### config.mk
export PLATFORM = sky130hd
export DESIGN_NAME = inv_mix_columns_iter
export DESIGN_NICKNAME = d
export VERILOG_FILES = /design/src/rtl/inv_mix_columns_iter_pkg.sv /design/src/rtl/inv_mc_step1.sv /design/src/rtl/inv_mix_columns_iter.sv
export SDC_FILE = /design/constraint.sdc
export NUM_CORES = 1
export LEC_CHECK = 0
export ABC_AREA = 0
export CORE_UTILIZATION = 60
export CTS_BUF_LIST = sky130_fd_sc_hd__clkbuf_16
export DETAILED_ROUTE_END_ITERATION = 8
export PLACE_DENSITY_LB_ADDON = 0.2
export SYNTH_ARGS = -nofsm -noshare
export SYNTH_HDL_FRONTEND = slang
export SYNTH_HIERARCHICAL = 1
export SYNTH_SLANG_ARGS = --single-unit
### constraint.sdc
create_clock -name clk -period 5.5 [get_ports clk]
set_input_delay 0.825 -clock clk [delete_from_list [all_inputs] [get_ports clk]]
set_output_delay 0.825 -clock clk [all_outputs]
set_load 0.03 [all_outputs]
### src/rtl/inv_mix_columns_iter_pkg.sv
// -----------------------------------------------------------------------------
// inv_mix_columns_iter_pkg
// Shared AES InvMixColumns definitions:
//   INV_MC_ROW0..3 : rows of the inverse MixColumns matrix, byte 0 in [31:24]
//   state_e        : FSM states of the iterative unit (IDLE/BUSY/DONE)
//   xtime()        : multiply a GF(2^8) element by x, reduction poly 0x11B
//   inv_mc_row()   : row constant selected by row index
// -----------------------------------------------------------------------------
package inv_mix_columns_iter_pkg;

  localparam logic [31:0] INV_MC_ROW0 = 32'h0e0b0d09;
  localparam logic [31:0] INV_MC_ROW1 = 32'h090e0b0d;
  localparam logic [31:0] INV_MC_ROW2 = 32'h0d090e0b;
  localparam logic [31:0] INV_MC_ROW3 = 32'h0b0d090e;

  typedef enum logic [1:0] {
    ST_IDLE = 2'd0,
    ST_BUSY = 2'd1,
    ST_DONE = 2'd2
  } state_e;

  function automatic logic [7:0] xtime(input logic [7:0] b);
    return {b[6:0], 1'b0} ^ (b[7] ? 8'h1b : 8'h00);
  endfunction

  function automatic logic [31:0] inv_mc_row(input int r);
    logic [31:0] row;
    case (r)
      0:       row = INV_MC_ROW0;
      1:       row = INV_MC_ROW1;
      2:       row = INV_MC_ROW2;
      default: row = INV_MC_ROW3;
    endcase
    return row;
  endfunction

endpackage

### src/rtl/inv_mc_step1.sv
// -----------------------------------------------------------------------------
// inv_mc_step1
// Combinational single-byte InvMixColumns step: one output byte of a column,
// res = XOR over k of gmul(row[k], col[k]) in GF(2^8), poly 0x11B.
// Ports:
//   col [31:0] in   column, byte 0 in [31:24]
//   row [31:0] in   matrix row constants, byte 0 in [31:24]
//   res [7:0]  out  resulting byte
// -----------------------------------------------------------------------------
module inv_mc_step1
  import inv_mix_columns_iter_pkg::*;
(
  input  logic [31:0] col,
  input  logic [31:0] row,
  output logic [7:0]  res
);

  // Constant multiply as a chain of xtime terms: each set bit i of the
  // constant contributes x^i * b. With a fixed row this folds down to the
  // x8^x / x8^x2^x / x8^x4^x / x8^x4^x2 networks, higher terms vanish.
  function automatic logic [7:0] gmul_const(input logic [7:0] c, input logic [7:0] b);
    logic [7:0] acc;
    logic [7:0] pw;
    acc = 8'h00;
    pw  = b;
    for (int i = 0; i < 8; i++) begin
      if (c[i]) acc = acc ^ pw;
      pw = xtime(pw);
    end
    return acc;
  endfunction

  always_comb begin
    res = 8'h00;
    for (int k = 0; k < 4; k++) begin
      res = res ^ gmul_const(row[31-8*k -: 8], col[31-8*k -: 8]);
    end
  end

endmodule

### src/rtl/inv_mix_columns_iter.sv
// -----------------------------------------------------------------------------
// inv_mix_columns_iter
// Iterative AES InvMixColumns unit. Accepts a 128-bit state on a valid/ready
// handshake, computes COLS_PER_CYCLE columns per BUSY cycle and holds the
// registered result until the consumer takes it.
// Parameters:
//   COLS_PER_CYCLE  columns computed per BUSY cycle (1, 2 or 4)
// Ports:
//   clk        in   clock, rising edge
//   rst_n      in   asynchronous active-low reset
//   in_valid   in   in_data valid
//   in_ready   out  unit can accept a state (IDLE only)
//   in_data    in   state, column c = in_data[127-32c -: 32], byte 0 = MSB
//   out_valid  out  out_data valid (DONE)
//   out_ready  in   consumer accepts out_data
//   out_data   out  InvMixColumns(state), same byte/column order
// -----------------------------------------------------------------------------
module inv_mix_columns_iter
  import inv_mix_columns_iter_pkg::*;
#(
  parameter int unsigned COLS_PER_CYCLE = 1
)
(
  input  logic         clk,
  input  logic         rst_n,
  input  logic         in_valid,
  output logic         in_ready,
  input  logic [127:0] in_data,
  output logic         out_valid,
  input  logic         out_ready,
  output logic [127:0] out_data
);

  // col_cnt value at which the final column group is being computed
  localparam int unsigned LAST_BASE = 4 - COLS_PER_CYCLE;

  state_e      state_q;
  state_e      state_d;
  logic        rdy_en_q;
  logic [2:0]  col_cnt_q;
  logic [31:0] work_q [4];
  logic [31:0] res_q  [4];

  logic        load_en;
  logic        step_en;
  logic        last_grp;

  logic [1:0]  col_idx [COLS_PER_CYCLE];
  logic [31:0] sel_col [COLS_PER_CYCLE];
  logic [COLS_PER_CYCLE-1:0][3:0][7:0] mc_byte;

  assign last_grp = (col_cnt_q == 3'(LAST_BASE));

  // ---- control state register ----
  // rdy_en_q is cleared by reset and set on the first clock afterwards, so
  // in_ready stays low while rst_n is asserted even though the FSM sits in IDLE.
  always_ff @(posedge clk or negedge rst_n) begin
    if (!rst_n) begin
      state_q  <= ST_IDLE;
      rdy_en_q <= 1'b0;
    end else begin
      state_q  <= state_d;
      rdy_en_q <= 1'b1;
    end
  end

  // ---- next state and handshake outputs ----
  always_comb begin
    state_d   = state_q;
    in_ready  = 1'b0;
    out_valid = 1'b0;
    load_en   = 1'b0;
    step_en   = 1'b0;
    unique case (state_q)
      ST_IDLE: begin
        in_ready = rdy_en_q;
        if (in_valid && rdy_en_q) begin
          load_en = 1'b1;
          state_d = ST_BUSY;
        end
      end
      ST_BUSY: begin
        step_en = 1'b1;
        if (last_grp) state_d = ST_DONE;
      end
      ST_DONE: begin
        out_valid = 1'b1;
        if (out_ready) state_d = ST_IDLE;
      end
      default: state_d = ST_IDLE;
    endcase
  end

  // ---- column select for the current group ----
  always_comb begin
    for (int g = 0; g < COLS_PER_CYCLE; g++) begin
      col_idx[g] = col_cnt_q[1:0] + 2'(g);
      sel_col[g] = work_q[col_idx[g]];
    end
  end

  // ---- per-byte GF(2^8) networks: 4 rows x COLS_PER_CYCLE columns ----
  for (genvar g = 0; g < COLS_PER_CYCLE; g++) begin : g_col
    for (genvar r = 0; r < 4; r++) begin : g_row
      localparam logic [31:0] ROW = inv_mc_row(r);
      inv_mc_step1 u_step (
        .col (sel_col[g]),
        .row (ROW),
        .res (mc_byte[g][3-r])
      );
    end
  end

  // ---- work / result registers ----
  // Every column of res_q is rewritten during BUSY, so a new state never
  // mixes with columns left over from an earlier or aborted one.
  always_ff @(posedge clk or negedge rst_n) begin
    if (!rst_n) begin
      col_cnt_q <= 3'd0;
      for (int i = 0; i < 4; i++) begin
        work_q[i] <= 32'h0;
        res_q[i]  <= 32'h0;
      end
    end else if (load_en) begin
      col_cnt_q <= 3'd0;
      work_q[0] <= in_data[127:96];
      work_q[1] <= in_data[95:64];
      work_q[2] <= in_data[63:32];
      work_q[3] <= in_data[31:0];
    end else if (step_en) begin
      col_cnt_q <= col_cnt_q + 3'(COLS_PER_CYCLE);
      for (int g = 0; g < COLS_PER_CYCLE; g++) begin
        res_q[col_idx[g]] <= mc_byte[g];
      end
    end
  end

  assign out_data = {res_q[0], res_q[1], res_q[2], res_q[3]};

endmodule

Yosys cells after proc, flatten, opt, wreduce, memory -nomap -nowiden
Index checks and enable logic that the tools add are counted.
Storage, ports and cells
  register bits: 262
  input bits: 132
  output and inout port bits: 130
  logic and storage cells: 109
Operators by class
  bitwise logic cells: 54
  $lt $le $gt $ge: 2
  reductions and logical operators: 6
  muxes and demuxes: 29
  $add $sub $neg: 1
  equality and inequality tests: 6
Operators with widths (number)
  $xor A8 B8 Y8: 51
  $bwmux W128: 1
  $mux W32: 3
  $bmux W32 S2: 1
  $demux W32 S2: 1
  $mux W5: 12
  $xor A8 B5 Y8: 1
  $mux W2: 3
  $mux W3: 2
  $ne A2 B2 Y1 const B: 3
  $pmux W2 S3: 1
  $mux W1: 5
  $add A3 B1 Y3 const B: 1
  $eq A3 B2 Y1 const B: 1
  $ge A3 B3 Y1 const B: 1
  $lt A3 B1 Y1 const B: 1
  $not A2 Y3: 1
  $reduce_and A3 Y1: 1
  $eq A2 B1 Y1 const B: 1
  $eq A2 B2 Y1 const B: 1
  $logic_and A1 B1 Y1: 2
  $logic_not A2 Y1: 1
  $reduce_and A2 Y1: 1
  $reduce_bool A2 Y1: 1
  $not A1 Y1: 1

Depth between registers and ports, before layout
Gate-level depths: netlist (run 1).
  depth after elaboration: 15
  gate-level depth with buffers: 13
  gate-level depth less buffers: 9

Modules after synthesis
Netlist (run 1), hierarchy kept.
Modules (own cells, without submodules)
  inv_mc_step1: seq. area each 0.0 um^2, area an instance 4932.2 um^2, instances 4, cells an instance 682
  inv_mix_columns_iter: seq. area each 6556.3 um^2, area an instance 10606.4 um^2, instances 1, cells an instance 618

Least setup slack after synthesis (run 1)
No wires, ideal clock.
  path kind: flip-flop to flip-flop
  from: reg col_cnt_q[0]
  to: reg res_q, in the netlist out_data[108]
  stages on the path, launching flop included: 13
  arrival time: 3.867 ns
  path slack: 1.508 ns
  required time: 5.375 ns
  buffers on the path: 3
  path through: dfrtp_1 buf_2 buf_2 mux4_2 buf_4 xor3_2 nand2_1 xnor2_1 xnor2_1 xnor3_1 xnor3_1 xnor3_1 mux2_2
RTL lines
  start, declared: RTL line inv_mix_columns_iter.sv:40  | logic [2:0] col_cnt_q;
  start signal, assigned: RTL line inv_mix_columns_iter.sv:131  | col_cnt_q <= col_cnt_q + 3'(COLS_PER_CYCLE);
  end signal, assigned by index: RTL line inv_mix_columns_iter.sv:133  | res_q[col_idx[g]] <= mc_byte[g];
  end, declared: RTL line inv_mix_columns_iter.sv:42  | logic [31:0] res_q [4];

==> results of run 1 <==
==> sequential cells by signal, summed over array words and instances, names as in the netlist <==
name,flops
col_cnt_q,3
rdy_en_q,1
out_data,128
state_q,2
work_q,128
==> synthesized netlist by cell type (16+ instances only) <==
cell / count / area (um2)
dfrtp_1: 262 / 6556
xor2_1: 424 / 3714
xor3_1: 60 / 1426
nand3_1: 16 / 80.08
inv_1: 28 / 105.1
xnor2_1: 692 / 6061
a21oi_1: 49 / 245.2
clkbuf_1: 153 / 574.3
buf_2: 69 / 345.3
mux2_2: 256 / 2883
buf_4: 29 / 217.7
o221ai_1: 16 / 140.1
xnor3_1: 80 / 1802
mux2i_1: 36 / 360.4
buf_1: 17 / 63.81
mux4_2: 32 / 720.7
nand2_1: 950 / 3566
==> final cells by class <==
cell class	count	share of cell area
inverter	40	0.004317
timing repair buffer	314	0.08778
clock inverter	22	0.005396
antenna	3	0.0002159
sequential	262	0.1886
multi-input combinational	2995	0.6687
tap	672	0.02418
clock buffer	29	0.02087
==> metal layers <==
metal	GRT usage	wire length (um)
met1	0.5096	39680
met4	0.1500	4129
met2	0.6134	45110
met3	0.05805	8377
met5	0	0
==> logic make-up (layout without fill, tap and decap cells) <==
group | Yosys count | count (layout) | share of synthesized area
adders and majority gates | 5 | 5 | 0.002062
xor gates and xnor gates | 1280 | 1280 | 0.4438
muxes | 324 | 324 | 0.1307
AOI/OAI and AO/OA | 134 | 134 | 0.02854
buffers and inverters | 308 | 405 | 0.04455
and+or+nand+nor | 1031 | 1031 | 0.1340
other | 2 | 224 | 0.0002476
DFF | 262 | 262 | 0.2161
==> worst paths after layout <==
kind	cells past startpoint	start	endpoint
min reg2reg	1	out_data[0]	out_data[0]
max reg2reg	10	col_cnt_q[0]	out_data[108]
max	10	col_cnt_q[0]	out_data[108]
max in group asynchronous	2	rst_n	out_data[96]
min in group clk	1	out_data[0]	out_data[0]
min	1	rst_n	work_q[29]
==> through the flow <==
stage               cells  hold WS, ns
finish               4337      0.07297
global route         4337      0.06888
CTS                  4334      0.05373
detailed placement   4283       0.4911
global placement     4283       0.4848
floorplan            3565       0.4751
==> key figures, run 1 <==
Status
  – Run status: completed

Global routing
  – Largest net degree at the start of global routing: 162
  – Initial antenna violation count: 3
  – First-pass GRT wire length: 146.2 mm
  – Total Routing Usage GR: 0.3795
  – GRT overflow: 0
  – Vias in the first global route: ~24000

Final layout
  – Most frequent cells in the layout: nand2_1, xnor2_1, xor2_1
  – Share of cells above drive strength 1: 0.1177
  – FILL cells: about 4000
  – Area Overhead vs Synth: 14.65%
  – Most common cell after layout, fill and taps aside: nand2_1
  – Design area: ~35000 um2
  – Nets: 3779
  – Final Util: 0.6960
  – Storage cell area: about 6600 um2
  – Multi-input logic area: about 23000 um2

Worst setup path
  – CP required: 5.99 ns
  – CP Cell Sequence: buf_4, mux4_2, xor3_2, nand2_1, xnor2_1, xnor2_1, xnor3_1, xnor3_1, xnor3_1, mux2_2
  – Crit path max-delay family: XOR/XNOR gates
  – Startpoint class of the critical path: flop
  – Critical path buffers and inverters: 1
  – Worst Setup End Kind: flop
  – Critical-path maximum fanout: 22
  – R2R setup slack: between 0.8 and 0.9 ns
  – Slowest cell on the critical path: mux4_2
  – CP max stage delay: a little over 0.9 ns
  – CP most frequent cell: xnor3_1
  – WP data arrival: between 5 and 6 ns
  – CP Class: reg -> reg

Placed design
  – DP Wirelength: about 70 mm
  – GPL Wtd Cong: between 0.9 and 1
  – Pre-CTS setup slack: 0.7928 ns
  – Placed inst area: about 34000 um2
  – IO buf count: 261

Synthesis
  – Number of flops mapped to enable cells by yosys: 0
  – Mapped Area: 30340 um2
  – Unique masters post-synth: 48
  – Mapped Cells: roughly 3300
  – Count of state elements after synthesis: between 200 and 300
  – Number of synthesis warnings: 6
  – Async S/R FF share, synth: 1.000
  – Synth Flop Type: dfrtp_1
  – Post-synthesis sequential area ratio: 0.2161
  – Mean post-synth cell area: roughly 9.1 um2

STA
  – Maximum clock frequency: roughly 210 MHz
  – Worst slew pin tran: about 1.2 ns
  – RSZ-0062 raised after global routing: false
  – Post-route clock skew: between 0.04 and 0.05 ns
  – Final Setup Violations: 0
  – Crit path time final: between 4 and 5 ns
  – Hold Vio Cnt, Final: 0
  – Setup TNS: 0 ns
  – Final Max Tran Viols: 0
  – Slew margin rel.: 0.1958
  – Fin crit share: 0.8515
  – Worst setup margin: just over 0.8 ns

Clock tree
  – Clock Tree Buf Depth: 3
  – CTS tree: built
  – Clock Latency Late Sink: about 0.6 ns
  – Clk root buf: clkbuf_16
  – Cts bufs inserted: 29
  – CTS resizes: 0
  – Hold_buf cts: 0
  – Clk slew on worst S/H paths: approximately 0.06 ns
  – Clock sinks: 262
  – Postcts setup bufs: 0
  – H-tree depth: 1

Detailed routing
  – TritonRoute pass-1 iters: 5
  – Wire per inst: around 22 um
  – Routed vias/inst: 5.595
  – DRC errors left: 0
  – Routed WL: around 100 mm
  – Via count: 24270
  – Antenna Violating Nets Remaining: 0
  – DR iter-0 viols: about 2400

Floorplanning
  – Die Span Y: roughly 230 um
  – Std cell rows: 82
  – Starting Density: 0.6071
  – Core area: around 50000 um2
  – Die footprint: around 51000 um2
  – Chip Width: between 200 and 250 um
  – Boundary pin count: approximately 260

Flow run
  – Max Cap Viol: 0

Worst hold path
  – HP Class: in -> async
Power of run 1 is not shown: default switching activity piles up to over one toggle a cycle in this logic, so the estimate is an artifact.
==> run 2, diff against run 1 <==
Settings changed: CORE_ASPECT_RATIO set to 0.9, CTS_CLUSTER_SIZE set to 12.
Clock period 5.5 ns to 4.6 ns, I/O delays scaled along.
==> key figures, run 2 (synthesized netlist as in run 1, its figures left out) <==
Status
  – Run status: completed

Floorplanning
  – Std cell rows: 77
  – Die Span Y: 215.3 um
  – Chip Width: between 200 and 250 um
  – Boundary pin count: 262
  – Die footprint: between 50000 and 60000 um2
  – Starting Density: 0.6126
  – Core area: between 40000 and 50000 um2

STA
  – Maximum clock frequency: approximately 230 MHz
  – RSZ-0062 raised after global routing: false
  – Post-route clock skew: 0.02581 ns
  – Slew margin rel.: 0.2949
  – Worst setup margin: a little over 0.3 ns
  – Crit path time final: approximately 4.3 ns
  – Hold Vio Cnt, Final: 0
  – Fin crit share: 0.9327
  – Final Max Tran Viols: 0
  – Setup TNS: 0 ns
  – Final Setup Violations: 0
  – Worst slew pin tran: between 1 and 1.5 ns

Detailed routing
  – Via count: around 25000
  – Antenna Violating Nets Remaining: 0
  – DR iter-0 viols: between 2000 and 3000
  – Wire per inst: about 24 um
  – Routed WL: 104.9 mm
  – DRC errors left: 0
  – Routed vias/inst: 5.690
  – TritonRoute pass-1 iters: 5

Global routing
  – Initial antenna violation count: 12
  – Total Routing Usage GR: 0.4094
  – GRT overflow: 0
  – Vias in the first global route: 25430
  – First-pass GRT wire length: about 160 mm
  – Largest net degree at the start of global routing: 110

Final layout
  – Nets: approximately 3800
  – Most frequent cells in the layout: nand2_1, xnor2_1, xor2_1
  – Most common cell after layout, fill and taps aside: nand2_1
  – Share of cells above drive strength 1: 0.1297
  – Multi-input logic area: between 20000 and 25000 um2
  – Area Overhead vs Synth: 16.06%
  – Storage cell area: ~6600 um2
  – FILL cells: ~3900
  – Final Util: 0.7110

Placed design
  – Pre-CTS setup slack: roughly 0.27 ns
  – GPL Wtd Cong: 1.039
  – IO buf count: around 260
  – DP Wirelength: 77.86 mm

Clock tree
  – Cts bufs inserted: 28
  – Clk slew on worst S/H paths: around 0.060 ns
  – Postcts setup bufs: 0
  – CTS resizes: 0
  – Clk root buf: clkbuf_16
  – CTS tree: built
  – Clock Tree Buf Depth: 3
  – Hold_buf cts: 0
  – Clock sinks: around 260
  – Clock Latency Late Sink: 0.59 ns
  – H-tree depth: 1

Worst setup path
  – Critical-path maximum fanout: 24
  – Startpoint class of the critical path: flop
  – CP Class: reg -> reg
  – CP required: around 5.1 ns
  – WP data arrival: roughly 4.8 ns
  – Worst R2R Path Depth: 11
  – Worst Setup End Kind: flop

Worst hold path
  – HP Class: in -> async

Flow run
  – Max Cap Viol: 0
[run 2: cell count changes in the layout (fill, tap and decap cells not counted), sizes merged]
cell,change
buf,+59
diode,+9
inv,-5
clkbuf,-1
clkinv,+1
clkinvlp,-1
[run 2: metal layers]
metal  vias up  global-route usage  wire (um)  share of wire
li1      11150                   -          -              -
met1     12140              0.5449      41020           0.39
met2      1453              0.6372      47380           0.45
met3       277             0.09043      11520           0.11
met4         4              0.1840       4936          0.047
met5         -                   0         26        0.00025
[run 2: worst max-delay path, stage by stage (launching register included)]
cell and delay, ns:
dfrtp_4 0.62, buf_4 0.23, mux4_2 0.93, buf_4 0.38, nand2_1 0.10, xor2_1 0.18, xnor2_1 0.14, xnor2_1 0.23
xnor2_1 0.17, xnor2_1 0.38, xnor2_1 0.52, mux2_2 0.31
[run 2: path summary, 6_finish.rpt]
kind	end	slack, ns	start
min in group clk	out_data[86]	0.50	out_data[86]
worst max register to register	out_data[127]	0.31	col_cnt_q[0]
worst min register to register	out_data[86]	0.50	out_data[86]
worst min-delay path	work_q[106]	0.13	rst_n
max in group asynchronous	work_q[38]	3.37	rst_n
worst max-delay path	out_data[127]	0.31	col_cnt_q[0]
[run 2: final cells by class]
cell class	instances	share of cell area
Antenna cell	12	0.0008529
Multi-Input combinational cell	2995	0.6605
Clock inverter	17	0.004265
Clock buffer	28	0.01990
Sequential cell	262	0.1863
Inverter	40	0.004265
Timing Repair Buffer	373	0.1000
Tap cell	671	0.02385
[run 2: through the flow]
stage | instance area, um2 | hold slack [ns] | instances
final | 35210 | 0.1282 | 4398
after global routing | 35210 | 0.2051 | 4398
after CTS | 35180 | 0.1534 | 4386
after detailed placement | 34320 | 0.4922 | 4341
after global placement | 34320 | 0.4846 | 4341
after floorplan | 31160 | 0.3944 | 3565
Power of run 2 is left out for the same reason.
==> run 3, diff against run 2 <==
Settings changed: CTS_BUF_LIST sky130_fd_sc_hd__clkbuf_16 to unset.
==> key figures, run 3 (synthesized netlist as in run 1, its figures left out) <==
STA
  – Hold Vio Cnt, Final: 0
  – Post-route clock skew: ~0.033 ns
  – Final Max Tran Viols: 0
  – Maximum clock frequency: ~230 MHz
  – RSZ-0062 raised after global routing: false
  – Slew margin rel.: 0.3694
  – Worst slew pin tran: 0.9392 ns
  – Crit path time final: between 4 and 5 ns
  – Setup TNS: 0 ns
  – Fin crit share: 0.9393
  – Final Setup Violations: 0

Worst setup path
  – Critical-path maximum fanout: 19
  – Worst Setup End Kind: flop
  – Startpoint class of the critical path: flop
  – CP max stage delay: about 0.90 ns
  – WP data arrival: ~4.8 ns
  – Slowest cell on the critical path: mux4_2
  – Critical path buffers and inverters: 1
  – CP Class: reg -> reg
  – CP Cell Sequence: buf_4, mux4_2, xor3_1, nand2_1, xnor2_1, xnor2_1, xnor3_1, xnor3_1, mux2_2
  – CP required: approximately 5.1 ns
  – Crit path max-delay family: XOR/XNOR gates

Global routing
  – Total Routing Usage GR: 0.4113
  – GR peak layer: met2
  – Routing usage on met2: 0.6405
  – Largest net degree at the start of global routing: 110
  – GR Util met1: 0.5435
  – Vias in the first global route: approximately 26000
  – GRT overflow: 0
  – Initial antenna violation count: 11
  – Met3 global-route usage: 0.09159
  – First-pass GRT wire length: 159.0 mm

Clock tree
  – Clock Tree Buf Depth: 3
  – Clock sinks: between 200 and 300
  – Clk root buf: clkbuf_16
  – CTS tree: built
  – Clock Latency Late Sink: roughly 0.6 ns
  – H-tree depth: 1
  – Clk slew on worst S/H paths: 0.06 ns
  – Cts bufs inserted: 28
  – Hold_buf cts: 0
  – Postcts setup bufs: 0
  – CTS resizes: 0

Worst hold path
  – HP Class: in -> async

Placed design
  – Placed inst area: 34320 um2
  – GPL Wtd Cong: between 1 and 1.5
  – DP Wirelength: 77.86 mm
  – IO buf count: between 200 and 300

Floorplanning
  – Die Span Y: around 220 um
  – Core area: just under 50000 um2
  – Starting Density: 0.6126
  – Chip Width: ~240 um
  – Std cell rows: 77
  – Die footprint: 51460 um2
  – Boundary pin count: about 260

Final layout
  – Design area: around 35000 um2
  – Nets: between 3000 and 4000
  – FILL cells: 3892
  – Most frequent cells in the layout: nand2_1, xnor2_1, xor2_1
  – Most common cell after layout, fill and taps aside: nand2_1
  – Share of cells above drive strength 1: 0.1316
  – Area Overhead vs Synth: 16.28%

Flow run
  – Max Cap Viol: 0

Detailed routing
  – Routed vias/inst: between 5 and 6
  – TritonRoute pass-1 iters: 6
  – Wire per inst: about 24 um
  – Antenna Violating Nets Remaining: 0
  – DR iter-0 viols: ~2600
  – Routed WL: 105.7 mm
  – DRC errors left: 0
  – Via count: approximately 25000

Status
  – Run status: completed
run 3: worst reg2reg max path, delay by kind of cell, from the launching register on:
kind	cells	cell delay, ns
xor+xnor	5	1.93
flops	1	0.65
buf+inv	1	0.24
mux	2	1.21
simple gates	1	0.14
run 3: per-stage QoR:
step	utilization	hold slack [ns]	std cells	setup slack (ns)
6_report	0.7123	0.1269	4397	0.2794
5_1_grt	0.7123	0.2129	4397	0.1073
3_3_place_gp	0.6931	0.4846	4341	0.3525
3_5_place_dp	0.6931	0.4922	4341	0.2742
2_1_floorplan	-	0.3944	3565	0.6078
4_1_cts	0.7117	0.1584	4386	0.1968
run 3: final timing paths:
| check | startpoint | cells past startpoint | end | slack (ns) |
|---|---|---|---|---|
| max | col_cnt_q[0] | 9 | out_data[60] | 0.28 |
| min | rst_n | 1 | work_q[106] | 0.13 |
| max reg2reg | col_cnt_q[0] | 9 | out_data[60] | 0.28 |
| min reg2reg | out_data[24] | 1 | out_data[24] | 0.50 |
| max in group asynchronous | rst_n | 2 | work_q[99] | 3.36 |
| min in group clk | out_data[24] | 1 | out_data[24] | 0.50 |
run 3: final cells by class:
cell class	instances	area [um2]	area share
multi-input cells	2995	23260	0.6593
flip-flops and latches	262	6560	0.1860
repair buffers	373	3521	0.09981
well taps	671	839.6	0.02380
clock buffers	39	812.0	0.02302
inverters	40	150.1	0.004256
clock inverters	6	108.9	0.003086
diodes	11	27.53	0.0007803
run 3: layer usage:
layer | part of all wire | up-vias
li1 | - | 11130
met2 | 0.45 | 1404
met4 | 0.052 | 2
met3 | 0.10 | 306
met1 | 0.40 | 12240
met5 | 0.00012 | -
Power of run 3 is left out for the same reason.
